$ cat src/rtl/id_stage.sv
// id_stage: instruction decode and register-read stage.
//
// Accepts raw 32-bit OP (R-type) and OP-IMM (I-type) instructions over a
// valid/ready handshake. It decodes each one into a 4-bit ALU operation code,
// reads its operands from an internal 32 x XLEN register file, and presents a
// registered operand bundle to the ALU. The register-file write port belongs
// to writeback.
//
// Ports:
//   clk, rst_n            clock, asynchronous active-low reset
//   in_valid/in_ready     upstream handshake, in_instr = raw instruction word
//   wb_en/wb_addr/wb_data register-file write port (x0 writes ignored)
//   out_valid/out_ready   downstream handshake
//   out_op                ADD=0 SUB=1 MUL=2 AND=3 OR=4 XOR=5 SLT=6 SLTU=7
//                         SLL=8 SRL=9 SRA=10 ILLEGAL=15
//   out_a, out_b, out_rd  operands and destination; out_is_imm marks out_b
//                         as an immediate
//   illegal_cnt           saturating count of accepted illegal instructions
//
// Configuration macro: ID_MUL_EN. When defined, funct7=0000001/funct3=000 on
// OP decodes to MUL. Otherwise that encoding is illegal.

module id_stage #(
   parameter int unsigned XLEN = 16
) (
   input  logic            clk,
   input  logic            rst_n,
   input  logic            in_valid,
   output logic            in_ready,
   input  logic [31:0]     in_instr,
   input  logic            wb_en,
   input  logic [4:0]      wb_addr,
   input  logic [XLEN-1:0] wb_data,
   output logic            out_valid,
   input  logic            out_ready,
   output logic [3:0]      out_op,
   output logic [XLEN-1:0] out_a,
   output logic [XLEN-1:0] out_b,
   output logic [4:0]      out_rd,
   output logic            out_is_imm,
   output logic [7:0]      illegal_cnt
);

   localparam logic [3:0] OpAdd  = 4'd0;
   localparam logic [3:0] OpSub  = 4'd1;
   localparam logic [3:0] OpMul  = 4'd2;
   localparam logic [3:0] OpAnd  = 4'd3;
   localparam logic [3:0] OpOr   = 4'd4;
   localparam logic [3:0] OpXor  = 4'd5;
   localparam logic [3:0] OpSlt  = 4'd6;
   localparam logic [3:0] OpSltu = 4'd7;
   localparam logic [3:0] OpSll  = 4'd8;
   localparam logic [3:0] OpSrl  = 4'd9;
   localparam logic [3:0] OpSra  = 4'd10;
   localparam logic [3:0] OpIll  = 4'd15;

   localparam logic [6:0] OpcOp    = 7'b0110011;
   localparam logic [6:0] OpcOpImm = 7'b0010011;

   // Instruction fields
   logic [6:0] opcode;
   logic [4:0] rd;
   logic [2:0] funct3;
   logic [4:0] rs1;
   logic [4:0] rs2;
   logic [6:0] funct7;

   assign opcode = in_instr[6:0];
   assign rd     = in_instr[11:7];
   assign funct3 = in_instr[14:12];
   assign rs1    = in_instr[19:15];
   assign rs2    = in_instr[24:20];
   assign funct7 = in_instr[31:25];

   // State
   logic [XLEN-1:0] rf_q [32];
   logic            out_valid_q, out_valid_d;
   logic [3:0]      out_op_q, out_op_d;
   logic [XLEN-1:0] out_a_q, out_a_d;
   logic [XLEN-1:0] out_b_q, out_b_d;
   logic [4:0]      out_rd_q, out_rd_d;
   logic            out_is_imm_q, out_is_imm_d;
   logic [7:0]      illegal_cnt_q, illegal_cnt_d;

   logic xfer;
   assign in_ready = !out_valid_q || out_ready;
   assign xfer     = in_valid && in_ready;

   // Register read with write-through bypass. x0 is hard-wired to zero, so a
   // writeback aimed at x0 never bypasses.
   logic [XLEN-1:0] rs1_val, rs2_val;

   always_comb begin
      rs1_val = rf_q[rs1];
      if (rs1 == 5'd0) begin
         rs1_val = '0;
      end else if (wb_en && (wb_addr == rs1)) begin
         rs1_val = wb_data;
      end
   end

   always_comb begin
      rs2_val = rf_q[rs2];
      if (rs2 == 5'd0) begin
         rs2_val = '0;
      end else if (wb_en && (wb_addr == rs2)) begin
         rs2_val = wb_data;
      end
   end

   // Immediate forms
   logic [XLEN-1:0] imm_sext;
   logic [XLEN-1:0] shamt_zext;

   assign imm_sext   = {{(XLEN-12){in_instr[31]}}, in_instr[31:20]};
   assign shamt_zext = {{(XLEN-5){1'b0}}, in_instr[24:20]};

   // Decode
   logic [3:0]      dec_op;
   logic [XLEN-1:0] dec_b;
   logic            dec_is_imm;

   always_comb begin
      dec_op     = OpIll;
      dec_b      = rs2_val;
      dec_is_imm = 1'b0;
      case (opcode)
         OpcOp: begin
            case ({funct7, funct3})
               {7'b0000000, 3'b000}: dec_op = OpAdd;
               {7'b0100000, 3'b000}: dec_op = OpSub;
`ifdef ID_MUL_EN
               {7'b0000001, 3'b000}: dec_op = OpMul;
`endif
               {7'b0000000, 3'b111}: dec_op = OpAnd;
               {7'b0000000, 3'b110}: dec_op = OpOr;
               {7'b0000000, 3'b100}: dec_op = OpXor;
               {7'b0000000, 3'b010}: dec_op = OpSlt;
               {7'b0000000, 3'b011}: dec_op = OpSltu;
               {7'b0000000, 3'b001}: dec_op = OpSll;
               {7'b0000000, 3'b101}: dec_op = OpSrl;
               {7'b0100000, 3'b101}: dec_op = OpSra;
               default:              dec_op = OpIll;
            endcase
         end
         OpcOpImm: begin
            dec_is_imm = 1'b1;
            dec_b      = imm_sext;
            case (funct3)
               3'b000: dec_op = OpAdd;
               3'b111: dec_op = OpAnd;
               3'b110: dec_op = OpOr;
               3'b100: dec_op = OpXor;
               3'b010: dec_op = OpSlt;
               3'b011: dec_op = OpSltu;
               3'b001: begin
                  dec_b  = shamt_zext;
                  dec_op = (funct7 == 7'b0000000) ? OpSll : OpIll;
               end
               3'b101: begin
                  dec_b = shamt_zext;
                  if (funct7 == 7'b0000000) begin
                     dec_op = OpSrl;
                  end else if (funct7 == 7'b0100000) begin
                     dec_op = OpSra;
                  end else begin
                     dec_op = OpIll;
                  end
               end
               default: dec_op = OpIll;
            endcase
         end
         default: dec_op = OpIll;
      endcase
   end

   // Output bundle and illegal counter next state
   always_comb begin
      out_valid_d   = out_valid_q;
      out_op_d      = out_op_q;
      out_a_d       = out_a_q;
      out_b_d       = out_b_q;
      out_rd_d      = out_rd_q;
      out_is_imm_d  = out_is_imm_q;
      illegal_cnt_d = illegal_cnt_q;
      if (xfer) begin
         out_valid_d = 1'b1;
         if (dec_op == OpIll) begin
            // Illegal bundles carry no operands so the ALU sees a clean NOP.
            out_op_d     = OpIll;
            out_a_d      = '0;
            out_b_d      = '0;
            out_rd_d     = '0;
            out_is_imm_d = 1'b0;
            if (illegal_cnt_q != 8'hFF) begin
               illegal_cnt_d = illegal_cnt_q + 8'd1;
            end
         end else begin
            out_op_d     = dec_op;
            out_a_d      = rs1_val;
            out_b_d      = dec_b;
            out_rd_d     = rd;
            out_is_imm_d = dec_is_imm;
         end
      end else if (out_ready) begin
         out_valid_d = 1'b0;
      end
   end

   always_ff @(posedge clk or negedge rst_n) begin
      if (!rst_n) begin
         out_valid_q   <= 1'b0;
         out_op_q      <= '0;
         out_a_q       <= '0;
         out_b_q       <= '0;
         out_rd_q      <= '0;
         out_is_imm_q  <= 1'b0;
         illegal_cnt_q <= '0;
      end else begin
         out_valid_q   <= out_valid_d;
         out_op_q      <= out_op_d;
         out_a_q       <= out_a_d;
         out_b_q       <= out_b_d;
         out_rd_q      <= out_rd_d;
         out_is_imm_q  <= out_is_imm_d;
         illegal_cnt_q <= illegal_cnt_d;
      end
   end

   // Register file
   always_ff @(posedge clk or negedge rst_n) begin
      if (!rst_n) begin
         for (int i = 0; i < 32; i++) begin
            rf_q[i] <= '0;
         end
      end else if (wb_en && (wb_addr != 5'd0)) begin
         rf_q[wb_addr] <= wb_data;
      end
   end

   assign out_valid   = out_valid_q;
   assign out_op      = out_op_q;
   assign out_a       = out_a_q;
   assign out_b       = out_b_q;
   assign out_rd      = out_rd_q;
   assign out_is_imm  = out_is_imm_q;
   assign illegal_cnt = illegal_cnt_q;

endmodule

$ cat config.mk
export PLATFORM = sky130hd
export DESIGN_NAME = id_stage
export DESIGN_NICKNAME = d
export VERILOG_FILES = /design/src/rtl/id_stage.sv
export SDC_FILE = /design/constraint.sdc
export NUM_CORES = 1
export LEC_CHECK = 0
export ABC_CLOCK_PERIOD_IN_PS = 2400
export CORE_ASPECT_RATIO = 0.5
export CORE_UTILIZATION = 55
export CTS_CLUSTER_DIAMETER = 40
export DETAILED_ROUTE_END_ITERATION = 8
export GPL_ROUTABILITY_DRIVEN = 0
export PLACE_DENSITY = 0.73
export RECOVER_POWER = 25
export SLEW_MARGIN = 10
export SYNTH_ARGS = -nofsm -noshare
export SYNTH_HDL_FRONTEND = slang
export SYNTH_SLANG_ARGS = --single-unit
$ cat constraint.sdc
create_clock -name clk -period 2.4 [get_ports clk]
set_input_delay 0.24 -clock clk [delete_from_list [all_inputs] [get_ports clk]]
set_output_delay 0.24 -clock clk [all_outputs]
set_load 0.01 [all_outputs]
Yosys cells after proc, flatten, opt, wreduce, memory -nomap -nowiden. Index checks and enable logic that the tools add are counted.

Register bits: 563. Input bits: 58. Output and inout bits: 52. Logic and storage cells: 115.

Add/subtract/negate cells: 1. Order comparisons: 4. Eq/ne operators: 23. Mux-type cells: 29. Bitwise gates (word level): 3. Reductions and logical operators: 16.

Operator list (number): $bwmux W512 (1); $mux W16 (13); $bmux W16 S5 (2); $demux W16 S5 (1); $eq A10 B3 Y1 const B (4); $pmux W4 S10 (1); $pmux W4 S8 (1); $eq A10 B2 Y1 const B (2); $eq A10 B9 Y1 const B (2); $ge A6 B6 Y1 const B (3); $not A5 Y6 (3); $eq A7 B6 Y1 const B (2); $eq A3 B3 Y1 const B (4); $eq A10 B1 Y1 const B (1); $eq A5 B5 Y1 (2); $logic_not A10 Y1 (1); $logic_not A5 Y1 (2); $mux W3 (3); $add A8 B1 Y8 const B (1); $ne A8 B8 Y1 const B (1); $pmux W4 S2 (1); $eq A7 B5 Y1 const B (1); $logic_not A7 Y1 (1); $eq A3 B2 Y1 const B (2); 14 further kinds (21).

Longest topological paths before layout.
Depth after elaboration: 8. Gate-level depth with buffers: 11. Mapped depth without buffers: 6.

Worst setup path after synthesis. Ideal clock, no wire load.

Path kind: input-to-reg. From: in in_instr[18]. To: reg out_a_q[10], in the netlist out_a[10]. Library setup time: 0.126 ns. Arrival: 2.232 ns. Data required time: 2.274 ns. Setup slack: 0.042 ns. Cell stages on the path: 6. Path buffers: 2. Path through: buf_1 -> buf_1 -> mux4_2 -> mux4_2 -> mux2_2 -> a221o_1.

Word-level cells in the longest chain between the ends: 7. Elaborated cells on any way between the ends: 10. Those cells by class: eq/ne: 1; mux: 6; bitwise: 1; reduce/logical: 2.

Ends and longest elaborated chain: start: declaration (line 30) `input logic [31:0] in_instr,`; $not A5 Y6 (implied by the code) (line 94) `rs1_val = rf_q[rs1];`; $bmux W16 S5 (line 94); $mux W16 (implied by the code) (2 in a row) (line 94); $mux W16 (line 97) `end else if (wb_en && (wb_addr == rs1)) begin`; $mux W16 (*) (line 95) `if (rs1 == 5'd0) begin`; $mux W16 (*) (line 188) `if (dec_op == OpIll) begin`; end signal: assignment (line 222) `out_a_q <= out_a_d;`; end: declaration (line 79) `logic [XLEN-1:0] out_a_q, out_a_d;`.

Every way passes the cells marked *; elsewhere a longest branch is shown, timed or not. The select of a mux whose other input is x is not followed. A chain may end at the register's enable or synchronous reset.

Worst setup path in the final report.
From: in in_instr[24]. To: reg out_b_q[8], in the netlist out_b[8].

Word-level cells in the longest chain between the ends: 8. Elaborated cells on any way between the ends: 11. Those cells by class: eq/ne: 1; mux: 7; bitwise: 1; reduce/logical: 2.

Ends and longest elaborated chain: $not A5 Y6 (implied by the code) (line 103) `rs2_val = rf_q[rs2];`; $bmux W16 S5 (line 103); $mux W16 (implied by the code) (2 in a row) (line 103); $mux W16 (line 106) `end else if (wb_en && (wb_addr == rs2)) begin`; $mux W16 (*) (line 104) `if (rs2 == 5'd0) begin`; $mux W16 (*) (line 127) `case (opcode)`; $mux W16 (*) (line 188); end signal: assignment (line 223) `out_b_q <= out_b_d;`; end: declaration (line 80) `logic [XLEN-1:0] out_b_q, out_b_d;`.

Marks and branches as above.

==> results.sh <==
export IMPL_die_w_um=333
export IMPL_dp_cells=2976
export IMPL_dp_hpwl_um=65600
export IMPL_r2r_start="rf_q[6]$_DFFE_PN0P_"
export IMPL_worstHoldStart="in_instr[7]"
export IMPL_synth_simple_gate_area_share_pct=3.62
export IMPL_yosys_area_top_type="dfrtp_1"
export IMPL_ant_nets=0
export IMPL_drt_wl_total_um=95700
export IMPL_fin_util_pct=66.1
export IMPL_htree_levels=2
export IMPL_grt_ovfl_total=0
export IMPL_synth_seq_area_share_pct=46.9
export IMPL_synth_edf_count=0
export IMPL_powerDensity_nw_per_um2=773
export IMPL_worst_path_buf_inv=5
export IMPL_dp_slack_ns=-0.743
export IMPL_synth_seq_cells=563
export IMPL_end_kind="register"
export IMPL_dieArea_sq_um=55700
export IMPL_skew_ns=0.0259
export IMPL_dr_pass1_iters=6
export IMPL_drc_errors=0
export IMPL_synth_area_top_cells="dfrtp_1 47%, mux2_2 19%, mux4_2 16%, mux2i_1 5.1%, clkbuf_1 1.8%"
export IMPL_crit_required_ns=2.96
export IMPL_drv_cap=0
export IMPL_slowest_delay_ns=0.94
export IMPL_cts_tree="yes"
export IMPL_power_leakage_nw=15.7
export IMPL_min_period_ns=2.41
export IMPL_setup_tns_ns=-0.00899
export IMPL_synth_fa_ha_area_share_pct=0.0416
export IMPL_cp_top_family="compound AO/OA/AOI/OAI gates"
export IMPL_critPathLaunchType="input pin"
export IMPL_nets=2379
export IMPL_timing_slew_headroom_pct=28.6
export IMPL_fmax_mhz=415
export IMPL_clk_path_buf_depth=3
export IMPL_drive_gt1_share_pct=48.2
export IMPL_io_pin_count=110
export IMPL_final_hold_violation_count=0
export IMPL_muxShareOfSynthArea_pct=40.5
export IMPL_synth_compound_area_share_pct=5.22
export IMPL_grt_pass1_vias=21194
export IMPL_worstPathCellList="clkdlybuf4s50_1, buf_4, buf_4, nor2b_1, buf_4, buf_4, a221oi_2, a2111oi_1, o221a_2"
export IMPL_cts_buffers_inserted=54
export IMPL_insertedDiodeCount=0
export IMPL_coreArea_sq_um=53800
export IMPL_multi_input_area_sq_um=15000
export IMPL_initial_core_util_pct=55.8
export IMPL_antenna_found_initial=0
export IMPL_yosysUniqueCellTypes=53
export IMPL_worstSetupStartpoint="in_instr[24]"
export IMPL_fp_dieH_um=167
export IMPL_routedWlPerCell_um=31.1
export IMPL_fillers=3796
export IMPL_num_vias=21220
export IMPL_gr_usage_all_layers_pct=35.1
export IMPL_root_buffer="clkbuf_16"
export IMPL_clock_latency_ns=0.62
export IMPL_cpMostUsedCell="buf_4"
export IMPL_synth_warnings=0
export IMPL_ys_async_sr_fraction_pct=100
export IMPL_grt_max_degree=84
export IMPL_status="finished with violations"
export IMPL_synthFlopType="dfrtp_1"
export IMPL_grt_pass1_wl_um=143000
export IMPL_hold_ws_ns=0.226
export IMPL_arrival_ns=2.97
export IMPL_tightestPinTransition_ns=1.07
export IMPL_fin_ws_ns=-0.00899
export IMPL_clock_sinks=563
export IMPL_slowest_stage="a2111oi_1"
export IMPL_final_cells=3076
export IMPL_synth_top_family_by_area="multiplexers"
export IMPL_path_class="input pin to register"
export IMPL_vdd_drop_max_uv=558
export IMPL_avgSynthCellArea_sq_um=14.3
export IMPL_final_setup_viol_count=1
export IMPL_syn2layout_area_growth_pct=18.4
export IMPL_critPathMaxFanout=6
export IMPL_hold_class="input pin to register"
export IMPL_num_rows=60
export IMPL_violations="negative setup slack"
export IMPL_finalCritPeriodShare_pct=100
export IMPL_viasPerCell=6.90
export IMPL_regArea_sq_um=14100
export IMPL_synth_top_cell_area_share_pct=46.9
export IMPL_drtIter0Drc=2241
export IMPL_rsz0062_at_grt="false"
export IMPL_io_buffer_count=109
export IMPL_syn_inst=2103
export IMPL_syn_area_sq_um=30100
export IMPL_synth_nets=2162
export IMPL_clk_pin_slew_ns=0.06
export IMPL_postCtsSetupRepairBufs=0
export IMPL_synth_xor_area_share_pct=0.466
export IMPL_report_final_slew_viol_count=0
-- cells by family after synthesis --
kind of cell,count (synthesis)
AO/OA/AOI/OAI,207
flip-flops,563
adder cells (fa/ha/maj),1
buffers and inverters,219
XOR/XNOR,16
AND/OR/NAND/NOR,212
multiplexers,885
-- final timing paths --
check | slack (ns) | cells past startpoint | endpoint
worst min-delay path | 0.23 | 2 | out_rd[0]$_DFFE_PN0P_
worst max-delay path | -0.009 | 9 | out_b[8]$_DFFE_PN0P_
max in group asynchronous | 0.36 | 4 | rf_q[311]$_DFFE_PN0P_
worst min register to register | 0.40 | 0 | rf_q[505]$_DFFE_PN0P_
worst max register to register | 0.08 | 6 | out_b[6]$_DFFE_PN0P_
min in group asynchronous | 0.34 | 2 | rf_q[164]$_DFFE_PN0P_
-- what timing repair did --
item	in CTS	in global routing
endpoints found under the setup margin	1	1
endpoints found under the hold margin	379	0
resized for setup	1	1
pin swaps	0	0
hold buffers	1	0
-- where the power goes --
group,switching [mW],internal [mW]
Combinational,2.42,3.56
Sequential,1.45,11.2
Clock,3.89,4.97
-- layer usage --
metal | wire length, um | global-route usage [%]
met1 | 39000 | 49.9
met2 | 42400 | 51.8
met3 | 10600 | 10.3
met4 | 3680 | 12.1
met5 | 0 | 0
-- layout by cell type (no fill, tap or decap), drive strengths merged, types with 8 or more instances in the layout --
master	count
xor2	9
o221a	9
a221oi	21
a2111oi	8
nor3	10
nor4	15
a21oi	39
buf	268
a22oi	67
clkbuf	84
mux4	212
nand4	8
a221o	18
nand3	17
mux2	519
clkdlybuf4s50	100
inv	8
nor2	39
o21ai	12
and2	13
nand2	64
mux2i	154
a211oi	8
clkinv	11
nand2b	9
nor2b	11
dfrtp	563
-- stage by stage --
stage	power [mW]	cell area [sq um]
finish	27.5	35600
global route	28.6	35600
CTS	27.5	35600
detailed placement	18.7	33800
global placement	18.4	33800
floorplan	16.4	30100
-- Yosys cell counts (4+ instances only) --
| master | n |
|---|---|
| a2111oi_0 | 8 |
| a211oi_1 | 7 |
| a21oi_1 | 39 |
| a221o_1 | 18 |
| a221oi_1 | 21 |
| a22o_1 | 5 |
| a22oi_1 | 67 |
| a32oi_1 | 5 |
| and2_1 | 13 |
| and3_1 | 7 |
| buf_1 | 10 |
| buf_2 | 40 |
| buf_4 | 15 |
| buf_6 | 10 |
| clkbuf_1 | 141 |
| dfrtp_1 | 563 |
| mux2_2 | 519 |
| mux2i_1 | 154 |
| mux4_2 | 212 |
| nand2_1 | 64 |
| nand2b_1 | 9 |
| nand3_1 | 17 |
| nand3b_1 | 5 |
| nand4_1 | 8 |
| nor2_1 | 39 |
| nor2b_1 | 11 |
| nor3_1 | 9 |
| nor3b_1 | 4 |
| nor4_1 | 12 |
| o21ai_0 | 11 |
| o221a_2 | 9 |
| or2_2 | 4 |
| xnor2_1 | 7 |
| xor2_1 | 9 |
-- flip-flops by register name, indices dropped and copies added (netlist names) --
name	flops
out_b	16
out_valid	1
rf_q	512
out_a	16
out_op	4
out_rd	5
illegal_cnt	8
out_is_imm	1
-- area by class of cell --
class	count	share of cell area (%)
clock buffer	76	4.37
multi-input combinational	1321	42.2
sequential	563	39.6
tap	713	2.51
timing repair buffer	377	10.5
inverter	3	0.0316
clock inverter	23	0.731
Power figures use the tool's default switching activity.
